[config.mk]
export PLATFORM = sky130hd
export DESIGN_NAME = blinkled_data_memory_arbiter
export DESIGN_NICKNAME = d
export VERILOG_FILES = /design/src/rtl/blinkled_data_memory_arbiter_pkg.sv /design/src/rtl/blinkled_data_memory_arbiter_rr_arbiter2.sv /design/src/rtl/blinkled_data_memory_arbiter.sv
export SDC_FILE = /design/constraint.sdc
export NUM_CORES = 1
export LEC_CHECK = 0
export CORE_MARGIN = 4
export CORE_UTILIZATION = 35
export DETAILED_ROUTE_END_ITERATION = 8
export PLACE_DENSITY = 0.81
export SLEW_MARGIN = 20
export SYNTH_ARGS = -nofsm -noshare
export SYNTH_HDL_FRONTEND = slang
export SYNTH_SLANG_ARGS = --single-unit
[constraint.sdc]
create_clock -name clk -period 2.8 [get_ports clk]
set_input_delay 0.56 -clock clk [delete_from_list [all_inputs] [get_ports clk]]
set_output_delay 0.56 -clock clk [all_outputs]
set_load 0.05 [all_outputs]
[src/rtl/blinkled_data_memory_arbiter_pkg.sv]
// Shared constants and helpers for the data-memory arbiter.
// Used by the top level and by the round-robin sub-module.
package blinkled_data_memory_arbiter_pkg;

   typedef enum logic {
      PORT_CPU = 1'b0,
      PORT_DMA = 1'b1
   } port_e;

   localparam int unsigned MAX_BURST_MIN = 1;
   localparam int unsigned MAX_BURST_MAX = 15;
   localparam int unsigned BURST_CNT_W   = 4;

   function automatic int unsigned be_width(input int unsigned data_w);
      return data_w / 8;
   endfunction

   // Out-of-range burst limits are pulled into the supported window.
   function automatic int unsigned clamp_burst(input int unsigned mb);
      if (mb < MAX_BURST_MIN) return MAX_BURST_MIN;
      if (mb > MAX_BURST_MAX) return MAX_BURST_MAX;
      return mb;
   endfunction

endpackage

[src/rtl/blinkled_data_memory_arbiter_rr_arbiter2.sv]
// Two-way round-robin grant with bounded burst ownership.
// Grant is combinational; owner and burst count advance only while accept is high.
module blinkled_data_memory_arbiter_rr_arbiter2
   import blinkled_data_memory_arbiter_pkg::*;
#(
   parameter int unsigned MAX_BURST = 4
) (
   input  logic       clk,
   input  logic       reset_n,
   input  logic [1:0] req,
   input  logic       accept,
   output logic [1:0] grant
);

   localparam logic [BURST_CNT_W-1:0] BURST_LIMIT = BURST_CNT_W'(clamp_burst(MAX_BURST));

   port_e                  last_grant;
   port_e                  win;
   logic                   any_grant;
   logic [BURST_CNT_W-1:0] burst_cnt;
   logic [BURST_CNT_W-1:0] burst_cnt_nxt;

   always_comb begin
      win       = last_grant;
      any_grant = 1'b0;
      if (accept) begin
         case (req)
            2'b01: begin
               win       = PORT_CPU;
               any_grant = 1'b1;
            end
            2'b10: begin
               win       = PORT_DMA;
               any_grant = 1'b1;
            end
            2'b11: begin
               any_grant = 1'b1;
               // Current owner keeps the memory until its burst allowance is used up.
               if (burst_cnt < BURST_LIMIT) win = last_grant;
               else                         win = (last_grant == PORT_CPU) ? PORT_DMA : PORT_CPU;
            end
            default: ;
         endcase
      end

      grant[0] = any_grant && (win == PORT_CPU);
      grant[1] = any_grant && (win == PORT_DMA);

      burst_cnt_nxt = burst_cnt;
      if (accept) begin
         if (!any_grant)                 burst_cnt_nxt = '0;
         else if (win != last_grant)     burst_cnt_nxt = BURST_CNT_W'(1);
         else if (burst_cnt < BURST_LIMIT) burst_cnt_nxt = burst_cnt + 1'b1;
      end
   end

   always_ff @(posedge clk or negedge reset_n) begin
      if (!reset_n) begin
         last_grant <= PORT_CPU;
         burst_cnt  <= '0;
      end else begin
         burst_cnt <= burst_cnt_nxt;
         if (any_grant) last_grant <= win;
      end
   end

endmodule

[src/rtl/blinkled_data_memory_arbiter.sv]
// Shares a single-port 1-cycle-latency data memory between the CPU and DMA Avalon-MM masters,
// presenting each as a pipelined port (waitrequest + readdatavalid).
module blinkled_data_memory_arbiter
   import blinkled_data_memory_arbiter_pkg::*;
#(
   parameter  int unsigned ADDR_W    = 16,
   parameter  int unsigned DATA_W    = 32,
   parameter  int unsigned MAX_BURST = 4,
   localparam int unsigned BE_W      = be_width(DATA_W)
) (
   input  logic              clk,
   input  logic              reset_n,
   input  logic              reset_req,

   input  logic [ADDR_W-1:0] s0_address,
   input  logic [BE_W-1:0]   s0_byteenable,
   input  logic              s0_read,
   input  logic              s0_write,
   input  logic [DATA_W-1:0] s0_writedata,
   output logic              s0_waitrequest,
   output logic [DATA_W-1:0] s0_readdata,
   output logic              s0_readdatavalid,

   input  logic [ADDR_W-1:0] s1_address,
   input  logic [BE_W-1:0]   s1_byteenable,
   input  logic              s1_read,
   input  logic              s1_write,
   input  logic [DATA_W-1:0] s1_writedata,
   output logic              s1_waitrequest,
   output logic [DATA_W-1:0] s1_readdata,
   output logic              s1_readdatavalid,

   output logic [ADDR_W-1:0] mem_address,
   output logic [BE_W-1:0]   mem_byteenable,
   output logic              mem_chipselect,
   output logic              mem_write,
   output logic [DATA_W-1:0] mem_writedata,
   output logic              mem_clken,
   input  logic [DATA_W-1:0] mem_readdata
);

   logic [1:0] req;
   logic [1:0] grant;
   logic       arb_enable;
   logic       sel_dma;
   logic       sel_write;
   logic       rd_pending;
   port_e      rd_port;

   // reset_n also gates grants so both ports stall while reset is held.
   assign arb_enable = reset_n & ~reset_req;
   assign req        = {s1_read | s1_write, s0_read | s0_write};

   blinkled_data_memory_arbiter_rr_arbiter2 #(
      .MAX_BURST (MAX_BURST)
   ) u_rr (
      .clk     (clk),
      .reset_n (reset_n),
      .req     (req),
      .accept  (arb_enable),
      .grant   (grant)
   );

   assign s0_waitrequest = ~grant[0];
   assign s1_waitrequest = ~grant[1];
   assign mem_clken      = ~reset_req;

   always_comb begin
      sel_dma        = grant[1];
      mem_chipselect = |grant;
      sel_write      = sel_dma ? s1_write : s0_write;
      mem_address    = sel_dma ? s1_address : s0_address;
      mem_writedata  = sel_dma ? s1_writedata : s0_writedata;
      mem_write      = mem_chipselect & sel_write;
      mem_byteenable = '1;
      if (sel_write) mem_byteenable = sel_dma ? s1_byteenable : s0_byteenable;
   end

   // Read/write together is issued as a write, so no return is scheduled.
   always_ff @(posedge clk or negedge reset_n) begin
      if (!reset_n) begin
         rd_pending <= 1'b0;
         rd_port    <= PORT_CPU;
      end else begin
         rd_pending <= mem_chipselect & ~mem_write;
         if (mem_chipselect) rd_port <= sel_dma ? PORT_DMA : PORT_CPU;
      end
   end

   always_ff @(posedge clk or negedge reset_n) begin
      if (!reset_n) begin
         s0_readdatavalid <= 1'b0;
         s1_readdatavalid <= 1'b0;
         s0_readdata      <= '0;
         s1_readdata      <= '0;
      end else begin
         s0_readdatavalid <= rd_pending && (rd_port == PORT_CPU);
         s1_readdatavalid <= rd_pending && (rd_port == PORT_DMA);
         if (rd_pending && (rd_port == PORT_CPU)) s0_readdata <= mem_readdata;
         if (rd_pending && (rd_port == PORT_DMA)) s1_readdata <= mem_readdata;
      end
   end

endmodule
==> results of run 1 <==
==> sequential cells by signal, indices dropped and copies added (netlist names) <==
name and cells:
s0_readdata 32, s1_readdata 32, u_rr.burst_cnt 4, rd_pending 1, rd_port 1, s0_readdatavalid 1
s1_readdatavalid 1, u_rr.last_grant 1
==> cell type report <==
type                            count  area [sq um]
Sequential cell                    73          1830
Inverter                            6          22.5
Antenna cell                        4          10.0
Timing Repair Buffer              309          3260
Tap cell                          136           170
Fill cell                         725          3040
Clock buffer                       11           141
Clock inverter                      5          78.8
Multi-Input combinational cell    172          1860
==> cells in the final DEF (no fill, tap or decap), types with 2 or more instances in the layout <==
cell type / n
sky130_fd_sc_hd__nor2_1: 9
sky130_fd_sc_hd__diode_2: 4
sky130_fd_sc_hd__buf_4: 35
sky130_fd_sc_hd__bufinv_16: 2
sky130_fd_sc_hd__clkinv_2: 2
sky130_fd_sc_hd__mux2_4: 48
sky130_fd_sc_hd__dfrtp_2: 3
sky130_fd_sc_hd__a21oi_1: 4
sky130_fd_sc_hd__a21boi_0: 2
sky130_fd_sc_hd__mux2_2: 64
sky130_fd_sc_hd__clkbuf_16: 2
sky130_fd_sc_hd__o21a_1: 2
sky130_fd_sc_hd__nand2_1: 5
sky130_fd_sc_hd__nor2_2: 2
sky130_fd_sc_hd__nor4_1: 5
sky130_fd_sc_hd__buf_6: 43
sky130_fd_sc_hd__a211oi_1: 5
sky130_fd_sc_hd__dlymetal6s2s_1: 5
sky130_fd_sc_hd__inv_1: 5
sky130_fd_sc_hd__clkbuf_8: 10
sky130_fd_sc_hd__dfrtp_1: 70
sky130_fd_sc_hd__o21ai_0: 4
sky130_fd_sc_hd__buf_8: 9
sky130_fd_sc_hd__buf_12: 12
sky130_fd_sc_hd__clkdlybuf4s50_1: 202
==> power by group through the flow <==
stage	Sequential (mW)	Combinational, mW	Clock [mW]
after floorplan	3.46	1.14	0
after global routing	1.88	4.77	0.980
after CTS	1.82	4.48	0.928
after detailed placement	1.84	4.41	0
after global placement	1.79	4.37	0
final	1.82	4.61	0.899
==> layer usage <==
metal / vias up / part of all wire / global-route usage
li1: 1586 / - / -
met1: 1711 / 0.34 / 0.215
met2: 200 / 0.53 / 0.405
met3: 47 / 0.076 / 0.0777
met4: 0 / 0.055 / 0.120
met5: - / 0 / 0
==> worst paths after layout <==
check,start,to,slack [ns],depth (start not counted)
setup / recovery,u_rr.last_grant,mem_address[8],0.01,7
hold / removal,reset_n,s0_readdata[12],0.24,2
setup reg to reg,u_rr.burst_cnt[2],u_rr.burst_cnt[0],0.93,6
hold reg to reg,s0_readdata[12],s0_readdata[12],0.51,1
max in group asynchronous,reset_n,s1_readdata[17],1.55,3
min in group clk,s0_readdata[12],s0_readdata[12],0.51,1
==> through the flow <==
stage / instances / hold slack [ns] / worst slack (ns) / instance area [sq um] / utilization
floorplan: 265 / 0.264 / 0.129 / 3790 / -
global placement: 681 / 0.487 / -0.0532 / 6730 / 0.646
detailed placement: 681 / 0.493 / -0.0809 / 6730 / 0.646
CTS: 701 / 0.246 / -0.0437 / 7090 / 0.681
global route: 716 / 0.232 / -0.0585 / 7380 / 0.708
finish: 716 / 0.243 / 0.0105 / 7380 / 0.708
==> repair_timing <==
action                                  in CTS  in global routing
endpoints found under the setup margin      46                 49
resized for setup                           30                 44
pin swaps                                    0                  2
gates cloned                                 0                  2
setup buffers                                4                  9
==> kinds of logic (layout without fill, tap and decap cells) <==
group | Yosys count | after routing | share of synthesized area
other cells | 0 | 4 | 0
mux | 112 | 112 | 0.380
compound gates | 29 | 29 | 0.0573
fa+ha+maj | 1 | 1 | 0.00331
buf+inv | 20 | 331 | 0.0318
flops | 73 | 73 | 0.483
simple gates | 30 | 30 | 0.0443
==> critical path, cell delays in order (launching register included) <==
cell and delay [ns]:
sky130_fd_sc_hd__dfrtp_2 0.43, sky130_fd_sc_hd__or3_4 0.42, sky130_fd_sc_hd__a21oi_4 0.17, sky130_fd_sc_hd__nor3_4 0.08, sky130_fd_sc_hd__buf_12 0.15, sky130_fd_sc_hd__buf_4 0.15, sky130_fd_sc_hd__mux2_4 0.32, sky130_fd_sc_hd__buf_6 0.16
==> impl_metrics.ini, run 1 <==
[critical_path]
critPathMaxFanout = 9
critical_path.endpoint_type = output pin
worst-endpoint-required_ns = 2.24
category_of_the_worst_setup_path_launch_point = flop
critPathArrivalTime_ns = 2.23
crit_type = reg2out

[global_routing]
first_global_vias = 3824
grt_max_degree = 62
grt_overflow = 0
grt_util_all_layers = 0.221
grt_pass1_wl_um = 21400
grt_antenna_before_repair = 4

[synthesis]
synth_fp_nets = 409
synth.cell_area_sq_mm = 0.00378
synth_area_per_cell_sq_um = 14.3
synth.top_cells.by_area = sky130_fd_sc_hd__dfrtp_1 (48%), sky130_fd_sc_hd__mux2_2 (19%), sky130_fd_sc_hd__mux2_4 (19%)
ys_seq_elements = 73
synth_flop_cell = sky130_fd_sc_hd__dfrtp_1
fraction_of_synthesis_flops_using_an_asynchronous_set_or_reset_pin = 1.00
post_synth_inst_count = 265
synthMostInstantiatedCell = sky130_fd_sc_hd__dfrtp_1
synthDominantCellAreaShare = 0.483
synth_seq_area_share = 0.483
synth.cells.most_frequent = sky130_fd_sc_hd__dfrtp_1 (73), sky130_fd_sc_hd__mux2_2 (64), sky130_fd_sc_hd__mux2_4 (47), sky130_fd_sc_hd__nor2_1 (10), sky130_fd_sc_hd__buf_6 (6)
yosysWarningCount = 0
yosys.cell_types.count = 39
post-synth-top-area-cell = sky130_fd_sc_hd__dfrtp_1
synth_edf_count = 0

[cts]
clockBufferDepth = 2
tritoncts = yes
numCtsBuffers = 9
cts_root_buf = sky130_fd_sc_hd__clkbuf_8
postCtsHoldBufs = 0
h-tree-depth = 3
insertion_delay_ns = 0.34
cts_sinks = 73
clkTransAtPathRegs_ns = 0.07

[die]
starting_density_of_the_core = 0.363
core-area_sq_mm = 0.0104
die_height_um = 112
fp.dieW_um = 112
io_pins = 266
design.die.area_sq_mm = 0.0125
number_of_placement_rows = 37

[layout]
final_nets = 715
final_layout_size_suffix_gt1_frac = 0.422
areaGrowthSynthToFinish_pct = 95.2

[pwr]
share_clk_of_total_power = 0.123
power_switching_share = 0.466
cell_internal_pwr_mw = 3.91
p_sw_mw = 3.42
totalPowerFinal_mw = 7.33
power_leakage_nw = 3.25
power.density_cell_area_mw_per_mm2 = 993
pwr-share-seq = 0.248
combinationalPowerShare = 0.629
peakVddDrop_uv = 877

[routing]
via_count = 3544
route.detailed.vias_per_inst = 4.95
totalWireLength_um = 15500
dr.pass1.iters = 4
drt_drc_violations_left = 0
detail-route-antenna-nets = 0
drtIter0Drc = 160
wl_per_cell_um = 21.7

[outcome]
status = complete, no violations

[min_path]
hold_path.class = in2async

[timing]
highest_achievable_clock_rate_ghz = 0.358
finClkSkew_ns = 0.00596
final-hold-violation-count = 0
max-slew-margin-rel = 0.488
layout_worst_path_cycle_share = 0.996
rsz0062_at_grt = yes
period_needed_ns = 2.79
report.final.slew_viol_count = 0
setup_viol = 0
tightest_slew_ns = 0.769
fin_setup_tns_ns = 0

[run]
max-cap-violations = 0

[place]
place.port_buffers = 265
place.detailed.hpwl_um = 11700
gpl.final_weighted_congestion = 1.03
(Power assumes the default switching activity.)
==> run 2: changes to the inputs <==
- GPL_ROUTABILITY_DRIVEN: unset -> 0
==> impl_metrics.ini, run 2 (same netlist as run 1, synthesis figures left out) <==
[die]
starting_density_of_the_core = 0.363
design.die.area_sq_mm = 0.0125
io_pins = 266
die_height_um = 112
core-area_sq_mm = 0.0104
number_of_placement_rows = 37
fp.dieW_um = 112

[layout]
largest_registers = s0_readdata (32), s1_readdata (32), u_rr.burst_cnt (4)
post-route-util = 0.698
final_nets = 706
final_layout_size_suffix_gt1_frac = 0.410
final_cell_mix = sky130_fd_sc_hd__clkdlybuf4s50_1 (205), sky130_fd_sc_hd__dfrtp_1 (70), sky130_fd_sc_hd__mux2_2 (64)
fill_cells = 713
most_common_cell_after_layout_fill_and_taps_aside = sky130_fd_sc_hd__clkdlybuf4s50_1
areaGrowthSynthToFinish_pct = 92.3

[pwr]
p_sw_mw = 3.36
power_leakage_nw = 3.15
power_switching_share = 0.469
peakVddDrop_uv = 829
power.density_cell_area_mw_per_mm2 = 984
pwr-share-seq = 0.254
combinationalPowerShare = 0.633
cell_internal_pwr_mw = 3.80
share_clk_of_total_power = 0.113

[critical_path]
critical_path.endpoint_type = output pin
worst-endpoint-required_ns = 2.24
crit_type = reg2out
critPathMaxFanout = 8
timing.rr.start = u_rr.burst_cnt[2]
worstRegToRegCells = 5
setup.reg_to_reg.worst_slack_ns = 1.04
critPathArrivalTime_ns = 2.24
regToRegEndpoint = u_rr.burst_cnt[0]
category_of_the_worst_setup_path_launch_point = flop

[timing]
final-hold-violation-count = 0
setup_viol = 2
setup_slack_ns = -0.00335
fin_setup_tns_ns = -0.00413
tightest_slew_ns = 0.739
max-slew-margin-rel = 0.500
highest_achievable_clock_rate_ghz = 0.357
report.final.slew_viol_count = 0
layout_worst_path_cycle_share = 1.00
rsz0062_at_grt = yes
period_needed_ns = 2.80
final_hold_slack_ns = 0.319
finClkSkew_ns = 0.00597

[run]
max-cap-violations = 0

[global_routing]
grt_antenna_before_repair = 7
grt_pass1_wl_um = 21100
grt_overflow = 0
grt_util_all_layers = 0.217
grt_util_met3 = 0.0788
grt_busiest_layer = met2
first_global_vias = 3784
global_route_met1_utilization = 0.203
global_route.usage.met2 = 0.412
grt_max_degree = 46

[place]
place.detailed.hpwl_um = 11700
place.port_buffers = 265
worst_slack_placed_ns = -0.0807

[routing]
wl_per_cell_um = 20.9
via_count = 3466
route.detailed.vias_per_inst = 4.90
drt_drc_violations_left = 0
totalWireLength_um = 14800
drtIter0Drc = 127
detail-route-antenna-nets = 0
dr.pass1.iters = 4

[min_path]
hold_path.class = in2async

[cts]
clockBufferDepth = 2
postCtsHoldBufs = 0
clkTransAtPathRegs_ns = 0.07
cts_root_buf = sky130_fd_sc_hd__clkbuf_8
insertion_delay_ns = 0.34
numCtsBuffers = 9
h-tree-depth = 3
tritoncts = yes
cts_sinks = 73

[outcome]
status = complete, but fails checks
failed_checks = negative setup slack
## run 2: changes by cell type in the layout (fill, tap and decap cells not counted), moves of 2 or more
cell and change:
sky130_fd_sc_hd__clkdlybuf4s50_1 +3, sky130_fd_sc_hd__buf_8 +2, sky130_fd_sc_hd__buf_4 -6, sky130_fd_sc_hd__clkinv_2 -2, sky130_fd_sc_hd__buf_6 -4, sky130_fd_sc_hd__dlymetal6s2s_1 -3, sky130_fd_sc_hd__diode_2 +2
## run 2: layer usage
layer  wire length (um)  vias up
met4                591        2
met2               8080      169
met1               4850     1695
met5                 12        -
li1                   -     1564
met3               1250       36
## run 2: stage by stage
stage | power, mW | instances | cell area, sq um
after floorplan | 4.60 | 265 | 3790
after global placement | 6.17 | 681 | 6730
after detailed placement | 6.25 | 681 | 6730
after CTS | 7.11 | 699 | 6990
after global routing | 7.46 | 708 | 7270
final | 7.15 | 708 | 7270
## run 2: power groups by stage
stage / clock (mW) / sequential (mW) / combinational, mW
after global routing: 0.882 / 1.88 / 4.70
final: 0.811 / 1.81 / 4.53
after global placement: 0 / 1.79 / 4.37
after floorplan: 0 / 3.46 / 1.14
after detailed placement: 0 / 1.83 / 4.42
after CTS: 0.837 / 1.81 / 4.46
## run 2: timing repair
action,CTS,global route
pin swaps,0,3
endpoints found under the setup margin,47,49
setup buffers,3,2
resized for setup,10,62
gates cloned,0,1
## run 2: how the worst max path moves through the flow
stage / cells past startpoint / slack [ns] / end / startpoint
2_1_floorplan: 6 / 0.13 / mem_write / u_rr.last_grant
3_3_place_gp: 8 / -0.04 / mem_writedata[1] / s0_write
3_5_place_dp: 8 / -0.08 / mem_writedata[22] / s0_write
4_1_cts: 7 / -0.03 / mem_writedata[22] / u_rr.burst_cnt[3]
5_1_grt: 7 / -0.08 / mem_writedata[23] / u_rr.burst_cnt[3]
6_report: 7 / -0.003 / mem_writedata[23] / u_rr.last_grant
## run 2: worst max-delay path: stages, from the launching register on
cell                      delay [ns]
sky130_fd_sc_hd__dfrtp_2        0.44
sky130_fd_sc_hd__or3_4          0.43
sky130_fd_sc_hd__a21oi_4        0.17
sky130_fd_sc_hd__nor3_4         0.09
sky130_fd_sc_hd__buf_12         0.15
sky130_fd_sc_hd__buf_4          0.16
sky130_fd_sc_hd__mux2_4         0.31
sky130_fd_sc_hd__buf_6          0.15
## run 2: area by class of cell
class / count / area, sq um / share of cell area
sequential: 73 / 1830 / 0.252
multi-input combinational: 172 / 1870 / 0.257
timing repair buffer: 300 / 3170 / 0.436
clock buffer: 13 / 159 / 0.0219
clock inverter: 2 / 37.5 / 0.00516
antenna: 6 / 15.0 / 0.00206
tap: 136 / 170 / 0.0234
inverter: 6 / 22.5 / 0.00310
